`src/rtl/if_fetch_buffer_pkg.sv`:
```
// Shared types and helpers for the instruction-fetch buffer (package if_pkg).
// Optional perf counters in the top are enabled with IF_PERF_CNT_EN.
package if_pkg;

  localparam int unsigned XLEN_DEF = 32;
  localparam logic [31:0] RESET_PC_DEF = 32'h8000_0000;

  typedef struct packed {
    logic [31:0] pc;
    logic [31:0] instr;
  } fetch_entry_t;

  function automatic bit depth_legal(input int unsigned depth);
    return (depth >= 2) && (depth <= 16) && ((depth & (depth - 1)) == 0);
  endfunction

  function automatic logic [31:0] sat_add32(input logic [31:0] a, input logic [4:0] inc);
    logic [32:0] s;
    s = {1'b0, a} + 33'(inc);
    return s[32] ? 32'hFFFF_FFFF : s[31:0];
  endfunction

endpackage

```
`src/rtl/if_fetch_buffer_if.sv`:
```
// Bundle of redirect, imem request/response and ID-side handshake signals.
// master = fetch buffer, slave = surrounding pipeline and imem.
interface if_fetch_buffer_if #(
  parameter int XLEN = 32
);
  logic            redirect_valid;
  logic [XLEN-1:0] redirect_pc;
  logic            imem_req_valid;
  logic [XLEN-1:0] imem_req_addr;
  logic            imem_req_ready;
  logic            imem_rsp_valid;
  logic [XLEN-1:0] imem_rsp_data;
  logic            out_valid;
  logic            out_ready;
  logic [XLEN-1:0] out_pc;
  logic [XLEN-1:0] out_instr;

  modport master (
    input  redirect_valid, redirect_pc,
    output imem_req_valid, imem_req_addr,
    input  imem_req_ready, imem_rsp_valid, imem_rsp_data,
    output out_valid, out_pc, out_instr,
    input  out_ready
  );

  modport slave (
    output redirect_valid, redirect_pc,
    input  imem_req_valid, imem_req_addr,
    output imem_req_ready, imem_rsp_valid, imem_rsp_data,
    input  out_valid, out_pc, out_instr,
    output out_ready
  );
endinterface

```
`src/rtl/if_fetch_buffer_fifo.sv`:
```
// if_fifo: synchronous FIFO of an arbitrary packed type with flush and explicit count.
// A push into a full FIFO is accepted only when a pop happens in the same cycle.
module if_fifo
  import if_pkg::*;
#(
  parameter int  DEPTH = 4,
  parameter type T     = fetch_entry_t,
  parameter int  CW    = $clog2(DEPTH) + 1
) (
  input  logic          clk,
  input  logic          rst,
  input  logic          flush,
  input  logic          push,
  input  T              push_data,
  input  logic          pop,
  output T              head,
  output logic [CW-1:0] count,
  output logic          full,
  output logic          empty
);
  localparam int PW = $clog2(DEPTH);

  T              mem [DEPTH];
  logic [PW-1:0] rd_ptr;
  logic [PW-1:0] wr_ptr;
  logic          do_push;
  logic          do_pop;

  assign empty   = (count == '0);
  assign full    = (count == CW'(DEPTH));
  assign do_pop  = pop && !empty;
  assign do_push = push && (!full || do_pop);
  assign head    = mem[rd_ptr];

  always_ff @(posedge clk) begin
    if (rst) begin
      rd_ptr <= '0;
      wr_ptr <= '0;
      count  <= '0;
      for (int i = 0; i < DEPTH; i++) mem[i] <= '0;
    end else if (flush) begin
      rd_ptr <= '0;
      wr_ptr <= '0;
      count  <= '0;
    end else begin
      if (do_push) begin
        mem[wr_ptr] <= push_data;
        wr_ptr      <= wr_ptr + PW'(1);
      end
      if (do_pop) rd_ptr <= rd_ptr + PW'(1);
      count <= count + CW'(do_push) - CW'(do_pop);
    end
  end

  a_no_overflow : assert property (@(posedge clk) disable iff (rst)
    !(push && !flush && full && !do_pop));

endmodule

```
`src/rtl/if_fetch_buffer.sv`:
```
// Instruction-fetch front end: credit-limited imem requests, PC tag queue, entry FIFO to ID.
// Define IF_PERF_CNT_EN to add the perf_fetched/perf_flushed/perf_stall counters.
module if_fetch_buffer
  import if_pkg::*;
#(
  parameter int              XLEN     = XLEN_DEF,
  parameter int              DEPTH    = 4,
  parameter logic [XLEN-1:0] RESET_PC = XLEN'(RESET_PC_DEF)
) (
  input  logic clk,
  input  logic rst,
`ifdef IF_PERF_CNT_EN
  output logic [31:0] perf_fetched,
  output logic [31:0] perf_flushed,
  output logic [31:0] perf_stall,
`endif
  if_fetch_buffer_if.master bus
);
  localparam int CW = $clog2(DEPTH) + 1;

  typedef struct packed {
    logic [XLEN-1:0] pc;
    logic [XLEN-1:0] instr;
  } entry_t;

  generate
    if (!depth_legal(DEPTH)) begin : g_bad_depth
      $error("if_fetch_buffer: DEPTH must be a power of two in 2..16");
    end
  endgenerate

  logic [XLEN-1:0] fetch_pc;
  logic [XLEN-1:0] tag_pc;
  logic [CW-1:0]   count;
  logic [CW-1:0]   outstanding;
  logic [CW-1:0]   discard;
  logic [CW:0]     occupancy;
  logic            data_full, data_empty, tag_full, tag_empty;
  logic            req_fire, rsp_drop, push, pop;
  entry_t          head, push_entry;

  // Buffered plus in-flight entries may never exceed the FIFO depth.
  assign occupancy          = {1'b0, count} + {1'b0, outstanding};
  assign bus.imem_req_valid = !rst && !bus.redirect_valid && (occupancy < (CW+1)'(DEPTH));
  assign bus.imem_req_addr  = fetch_pc;
  assign req_fire           = bus.imem_req_valid && bus.imem_req_ready;

  assign rsp_drop   = bus.imem_rsp_valid && (bus.redirect_valid || (discard != '0));
  assign push       = bus.imem_rsp_valid && !rsp_drop;
  assign pop        = bus.out_valid && bus.out_ready && !bus.redirect_valid;
  assign push_entry = '{pc: tag_pc, instr: bus.imem_rsp_data};

  assign bus.out_valid = !data_empty;
  assign bus.out_pc    = head.pc;
  assign bus.out_instr = head.instr;

  // Tag queue depth equals the number of requests still awaiting a response.
  if_fifo #(.DEPTH(DEPTH), .T(logic [XLEN-1:0]), .CW(CW)) u_tag_q (
    .clk       (clk),
    .rst       (rst),
    .flush     (1'b0),
    .push      (req_fire),
    .push_data (fetch_pc),
    .pop       (bus.imem_rsp_valid),
    .head      (tag_pc),
    .count     (outstanding),
    .full      (tag_full),
    .empty     (tag_empty)
  );

  if_fifo #(.DEPTH(DEPTH), .T(entry_t), .CW(CW)) u_data_q (
    .clk       (clk),
    .rst       (rst),
    .flush     (bus.redirect_valid),
    .push      (push),
    .push_data (push_entry),
    .pop       (pop),
    .head      (head),
    .count     (count),
    .full      (data_full),
    .empty     (data_empty)
  );

  always_ff @(posedge clk) begin
    if (rst) begin
      fetch_pc <= RESET_PC;
      discard  <= '0;
    end else if (bus.redirect_valid) begin
      fetch_pc <= bus.redirect_pc & ~XLEN'(3);
      discard  <= outstanding - CW'(bus.imem_rsp_valid);
    end else begin
      if (req_fire) fetch_pc <= fetch_pc + XLEN'(4);
      if (bus.imem_rsp_valid && (discard != '0)) discard <= discard - CW'(1);
    end
  end

`ifdef IF_PERF_CNT_EN
  always_ff @(posedge clk) begin
    if (rst) begin
      perf_fetched <= '0;
      perf_flushed <= '0;
      perf_stall   <= '0;
    end else begin
      if (push) perf_fetched <= sat_add32(perf_fetched, 5'd1);
      if (bus.redirect_valid)
        perf_flushed <= sat_add32(perf_flushed, 5'(count) + 5'(bus.imem_rsp_valid));
      else if (rsp_drop)
        perf_flushed <= sat_add32(perf_flushed, 5'd1);
      if (!bus.out_valid && bus.out_ready) perf_stall <= sat_add32(perf_stall, 5'd1);
    end
  end
`endif

  a_rsp_expected : assert property (@(posedge clk) disable iff (rst)
    bus.imem_rsp_valid |-> !tag_empty);
  a_data_room : assert property (@(posedge clk) disable iff (rst)
    push |-> (!data_full || pop));
  a_tag_room : assert property (@(posedge clk) disable iff (rst)
    req_fire |-> !tag_full);

endmodule

```
`src/flat_wrapper.sv`:
```
// flat-port wrapper written by rule: the top's interface ports become plain ports
module if_fetch_buffer_flat import if_pkg::*;
#(
  parameter int              XLEN     = XLEN_DEF,
  parameter int              DEPTH    = 4,
  parameter logic [XLEN-1:0] RESET_PC = XLEN'(RESET_PC_DEF)
)
  (clk, rst, bus_redirect_valid, bus_redirect_pc, bus_imem_req_valid, bus_imem_req_addr, bus_imem_req_ready, bus_imem_rsp_valid, bus_imem_rsp_data, bus_out_valid, bus_out_pc, bus_out_instr, bus_out_ready);
  if_fetch_buffer_if #(.XLEN(XLEN)) bus_i ();
  input  logic clk;
  input  logic rst;
  input wire logic [$bits(bus_i.redirect_valid)-1:0] bus_redirect_valid;
  input wire logic [$bits(bus_i.redirect_pc)-1:0] bus_redirect_pc;
  output wire logic [$bits(bus_i.imem_req_valid)-1:0] bus_imem_req_valid;
  output wire logic [$bits(bus_i.imem_req_addr)-1:0] bus_imem_req_addr;
  input wire logic [$bits(bus_i.imem_req_ready)-1:0] bus_imem_req_ready;
  input wire logic [$bits(bus_i.imem_rsp_valid)-1:0] bus_imem_rsp_valid;
  input wire logic [$bits(bus_i.imem_rsp_data)-1:0] bus_imem_rsp_data;
  output wire logic [$bits(bus_i.out_valid)-1:0] bus_out_valid;
  output wire logic [$bits(bus_i.out_pc)-1:0] bus_out_pc;
  output wire logic [$bits(bus_i.out_instr)-1:0] bus_out_instr;
  input wire logic [$bits(bus_i.out_ready)-1:0] bus_out_ready;
  assign bus_i.redirect_valid = bus_redirect_valid;
  assign bus_i.redirect_pc = bus_redirect_pc;
  assign bus_imem_req_valid = bus_i.imem_req_valid;
  assign bus_imem_req_addr = bus_i.imem_req_addr;
  assign bus_i.imem_req_ready = bus_imem_req_ready;
  assign bus_i.imem_rsp_valid = bus_imem_rsp_valid;
  assign bus_i.imem_rsp_data = bus_imem_rsp_data;
  assign bus_out_valid = bus_i.out_valid;
  assign bus_out_pc = bus_i.out_pc;
  assign bus_out_instr = bus_i.out_instr;
  assign bus_i.out_ready = bus_out_ready;
  if_fetch_buffer #(.XLEN(XLEN), .DEPTH(DEPTH), .RESET_PC(RESET_PC)) u_core (.clk(clk), .rst(rst), .bus(bus_i));
endmodule
```
`config.mk`:
```
export PLATFORM = sky130hd
export DESIGN_NAME = if_fetch_buffer_flat
export DESIGN_NICKNAME = d
export VERILOG_FILES = /design/src/rtl/if_fetch_buffer_pkg.sv /design/src/rtl/if_fetch_buffer_if.sv /design/src/rtl/if_fetch_buffer_fifo.sv /design/src/rtl/if_fetch_buffer.sv /design/src/flat_wrapper.sv
export SDC_FILE = /design/constraint.sdc
export NUM_CORES = 1
export LEC_CHECK = 0
export BUFFER_PORTS_ARGS = -buffer_cell sky130_fd_sc_hd__buf_2
export CORE_ASPECT_RATIO = 0.9
export CORE_UTILIZATION = 55
export CTS_BUF_LIST = sky130_fd_sc_hd__clkbuf_8 sky130_fd_sc_hd__clkbuf_16
export CTS_CLUSTER_DIAMETER = 50
export DETAILED_ROUTE_END_ITERATION = 8
export HOLD_SLACK_MARGIN = 0.08
export PLACE_DENSITY = 0.75
export SLEW_MARGIN = 20
export SYNTH_ARGS = -nofsm -noshare
export SYNTH_HDL_FRONTEND = slang
export SYNTH_SLANG_ARGS = --single-unit
```
`constraint.sdc`:
```
create_clock -name clk -period 5.6 [get_ports clk]
set_input_delay 1.12 -clock clk [delete_from_list [all_inputs] [get_ports clk]]
set_output_delay 1.12 -clock clk [all_outputs]
set_load 0.02 [all_outputs]
```
==> out/metrics.cfg <==
[timing]
final_worst_path_period_share_pct = 66.6
rsz_0062_raised_after_global_routing = false
hold_ws_ps = 543
final.setup.tns_ps = 0
hold_violations = 0
final.min_clock_period_ps = 3730
achievable-frequency_mhz = 268
setup_viol = 0
timing.final.max_slew_violations = 0
max_slew_headroom_pct = 34.7
final.setup_skew_ps = 14.4
worst_slew_pin_tran_ps = 976
fin_ws_ps = 1870

[clocking]
clk_latency_ps = 540
cts_post_setup_buffers_inserted = 0
quantity_of_gates_resized_following_cts = 0
clkSlewWorstSetupHoldPaths_ps = 60
clock_root_buffer = sky130_fd_sc_hd__clkbuf_16
clock_sinks = 419
cts_inserted_buffers = 43
holdBufCountCts = 0
cts_tree = yes
clock_path_buffers = 3
htree_levels = 2

[pwr]
intPower_mw = 5.47
p_sw_mw = 1.76
combinationalPowerShare_pct = 12.0
static-leakage-power_nw = 7.91
cellPowerDensity_nw_per_um2 = 342
power_frac_seq_pct = 51.2
clock_power_share_pct = 36.8
ir_worst_vdd_uv = 245
swShare_pct = 24.3

[cells_and_area]
ff_latch_area_um2 = 12100
multi_input_area_um2 = 6160
flow.area_growth_from_synthesis_pct = 13.7
finish.cell_count_without_fillers = 1850
design.final.nets = 1480
num_antenna_cells = 0
drive_gt1_share_pct = 25.6
final.fill_count = 2421
final_cell_mix = 368 x sky130_fd_sc_hd__edfxtp_1, 326 x sky130_fd_sc_hd__and2_1, 161 x sky130_fd_sc_hd__buf_2
mostFrequentLayoutCell = sky130_fd_sc_hd__edfxtp_1

[place]
numPortBuffers = 161
detailed_placer_s_ending_hpwl_um = 22700
preCtsSetupSlack_ps = 1710
post-place-cells = 1774
place_congestion = 0.840

[die]
io_pins = 168
rows = 63
core-area_um2 = 33100
design.die.area_um2 = 34600
fp.dieW_um = 196
initial_core_utilization_pct = 56.2
die_height_um = 176

[run_status]
outcome = completed

[setup_path]
critical_path.n_buffers_inverters = 2
critPathRequiredTime_ps = 4480
crit_path_max_incr_delay_ps = 850
crit_family = flip-flops
critical_path_arrival_ps = 2610
cell_with_the_biggest_individual_delay_on_the_critical_path = sky130_fd_sc_hd__dfxtp_4
crit_end_element = output port
crit_path_cell_trace = buf_4, mux4_2, buf_2
worstSetupStartpointType = flip-flop
path_class = flip-flop to output port
r2r_start = u_core.u_tag_q.count[2]
crit_path_max_fanout = 38

[routing]
drt_iter0_drc = 823
post_drt_via_cell_ratio = 5.79
vias = 10707
detailedRoute.firstPassIterationCount = 5
postRouteWirelength_um = 38600
wl_per_cell_um = 20.9
drtAntennaViolNets = 0
drcViolationCount = 0

[worst_hold_path]
timing.hold.worst.start = u_core.u_tag_q.rd_ptr[0]
hp-class = flip-flop to flip-flop

[flow_run]
drv_cap = 0

[global_routing]
grtUsageTotal_pct = 22.8
grt_first_pass_wirelength_um = 60700
pin_count_of_the_biggest_net_entering_global_routing = 63
grt_overflow = 0
grt_pass1_vias = 10919
grt_antenna_before_repair = 0

[synthesis]
synth-seq-area-share_pct = 64.9
yosys_warnings = 0
post_synth_instance_area_um2 = 18600
ys_async_sr_fraction_pct = 0
synth_ff_type = sky130_fd_sc_hd__edfxtp_1
synth.lib_cells_used.distinct = 56
syn-instance-count = 1247
number_of_synthesized_flops_with_an_enable_pin = 368
ys_seq_elements = 419
avgSynthCellArea_um2 = 14.9

-- per-stage QoR --
stage                     instance area [µm²]  power, mW  util (%)
after floorplan                         18600       4.35         -
after global placement                  19800       4.62      59.9
after detailed placement                19800       4.65      59.9
after CTS                               21100       7.28      63.9
after global routing                    21100       7.48      63.9
final                                   21100       7.23      63.9
-- power by group through the flow --
stage	Combinational (mW)	Sequential [mW]	Clock, mW
4_1_cts	0.885	3.70	2.69
3_3_place_gp	0.865	3.76	0
3_5_place_dp	0.878	3.77	0
2_1_floorplan	0.628	3.72	0
6_report	0.871	3.70	2.66
5_1_grt	0.955	3.72	2.81
-- worst min-delay path, cell delays in order, from the launching register on --
cell and delay, ps:
sky130_fd_sc_hd__dfxtp_1 340, sky130_fd_sc_hd__xnor2_1 90, sky130_fd_sc_hd__nor2_1 70
-- final timing paths --
path | to | slack, ps | cells after the start
worst max-delay path | bus_out_pc[8] | 1870 | 3
worst min-delay path | u_core.u_tag_q.rd_ptr[0] | 540 | 2
worst min register to register | u_core.u_tag_q.rd_ptr[0] | 540 | 2
worst max register to register | u_core.u_tag_q.count[2] | 2170 | 12
-- kinds of logic (layout without fill, tap and decap cells) --
group	Yosys count	count (layout)	share of synthesized area [%]
fa+ha+maj	13	13	0.955
xor+xnor	18	18	0.848
simple gates	524	524	17.2
mux	95	95	11.3
buf+inv	100	278	2.20
compound gates	77	77	2.59
other cells	1	4	0.0202
flops	419	419	64.9
-- sequential cells by signal (all words and copies together) (netlist names), named ones only --
register / flops
u_core.u_data_q.mem: 248
u_core.u_tag_q.mem: 120
u_core.bus.imem_req_addr: 30
u_core.discard: 3
u_core.u_data_q.count: 3
u_core.u_tag_q.count: 3
u_core.u_data_q.rd_ptr: 2
u_core.u_data_q.wr_ptr: 2
u_core.u_tag_q.rd_ptr: 2
u_core.u_tag_q.wr_ptr: 2
-- synthesized netlist by cell type, types with 5 or more instances --
master	number	area, µm²
sky130_fd_sc_hd__nor4_1	10	62.6
sky130_fd_sc_hd__nand3_1	15	75.1
sky130_fd_sc_hd__xnor2_1	10	87.6
sky130_fd_sc_hd__buf_2	11	55.1
sky130_fd_sc_hd__nor3_1	11	55.1
sky130_fd_sc_hd__ha_1	11	138
sky130_fd_sc_hd__inv_1	18	67.6
sky130_fd_sc_hd__clkbuf_1	56	210
sky130_fd_sc_hd__nand4_1	14	87.6
sky130_fd_sc_hd__buf_1	6	22.5
sky130_fd_sc_hd__a31oi_1	9	56.3
sky130_fd_sc_hd__xor2_1	8	70.1
sky130_fd_sc_hd__dfxtp_1	51	1020
sky130_fd_sc_hd__nand2_1	30	113
sky130_fd_sc_hd__and3_1	8	50.1
sky130_fd_sc_hd__nor2_1	43	161
sky130_fd_sc_hd__nor2b_1	32	200
sky130_fd_sc_hd__a211oi_1	5	37.5
sky130_fd_sc_hd__and2_1	326	2040
sky130_fd_sc_hd__mux4_2	92	2070
sky130_fd_sc_hd__o21ai_0	14	70.1
sky130_fd_sc_hd__or2_2	7	43.8
sky130_fd_sc_hd__edfxtp_1	368	11100
sky130_fd_sc_hd__a21oi_1	25	125
-- layer usage --
layer	GRT usage (%)	up-vias	part of all wire, %
li1	-	4899	-
met1	31.7	5342	43
met2	38.4	415	49
met3	3.23	51	6.5
met4	5.05	0	1.5
met5	0	-	0
-- final cells by class --
type / count / share of cell area [%]
clock buffer: 47 / 5.40
tap: 422 / 2.50
multi-input combinational: 731 / 29.1
inverter: 19 / 0.337
timing repair buffer: 183 / 4.71
sequential: 419 / 57.1
clock inverter: 29 / 0.817
(Power assumes the default switching activity.)
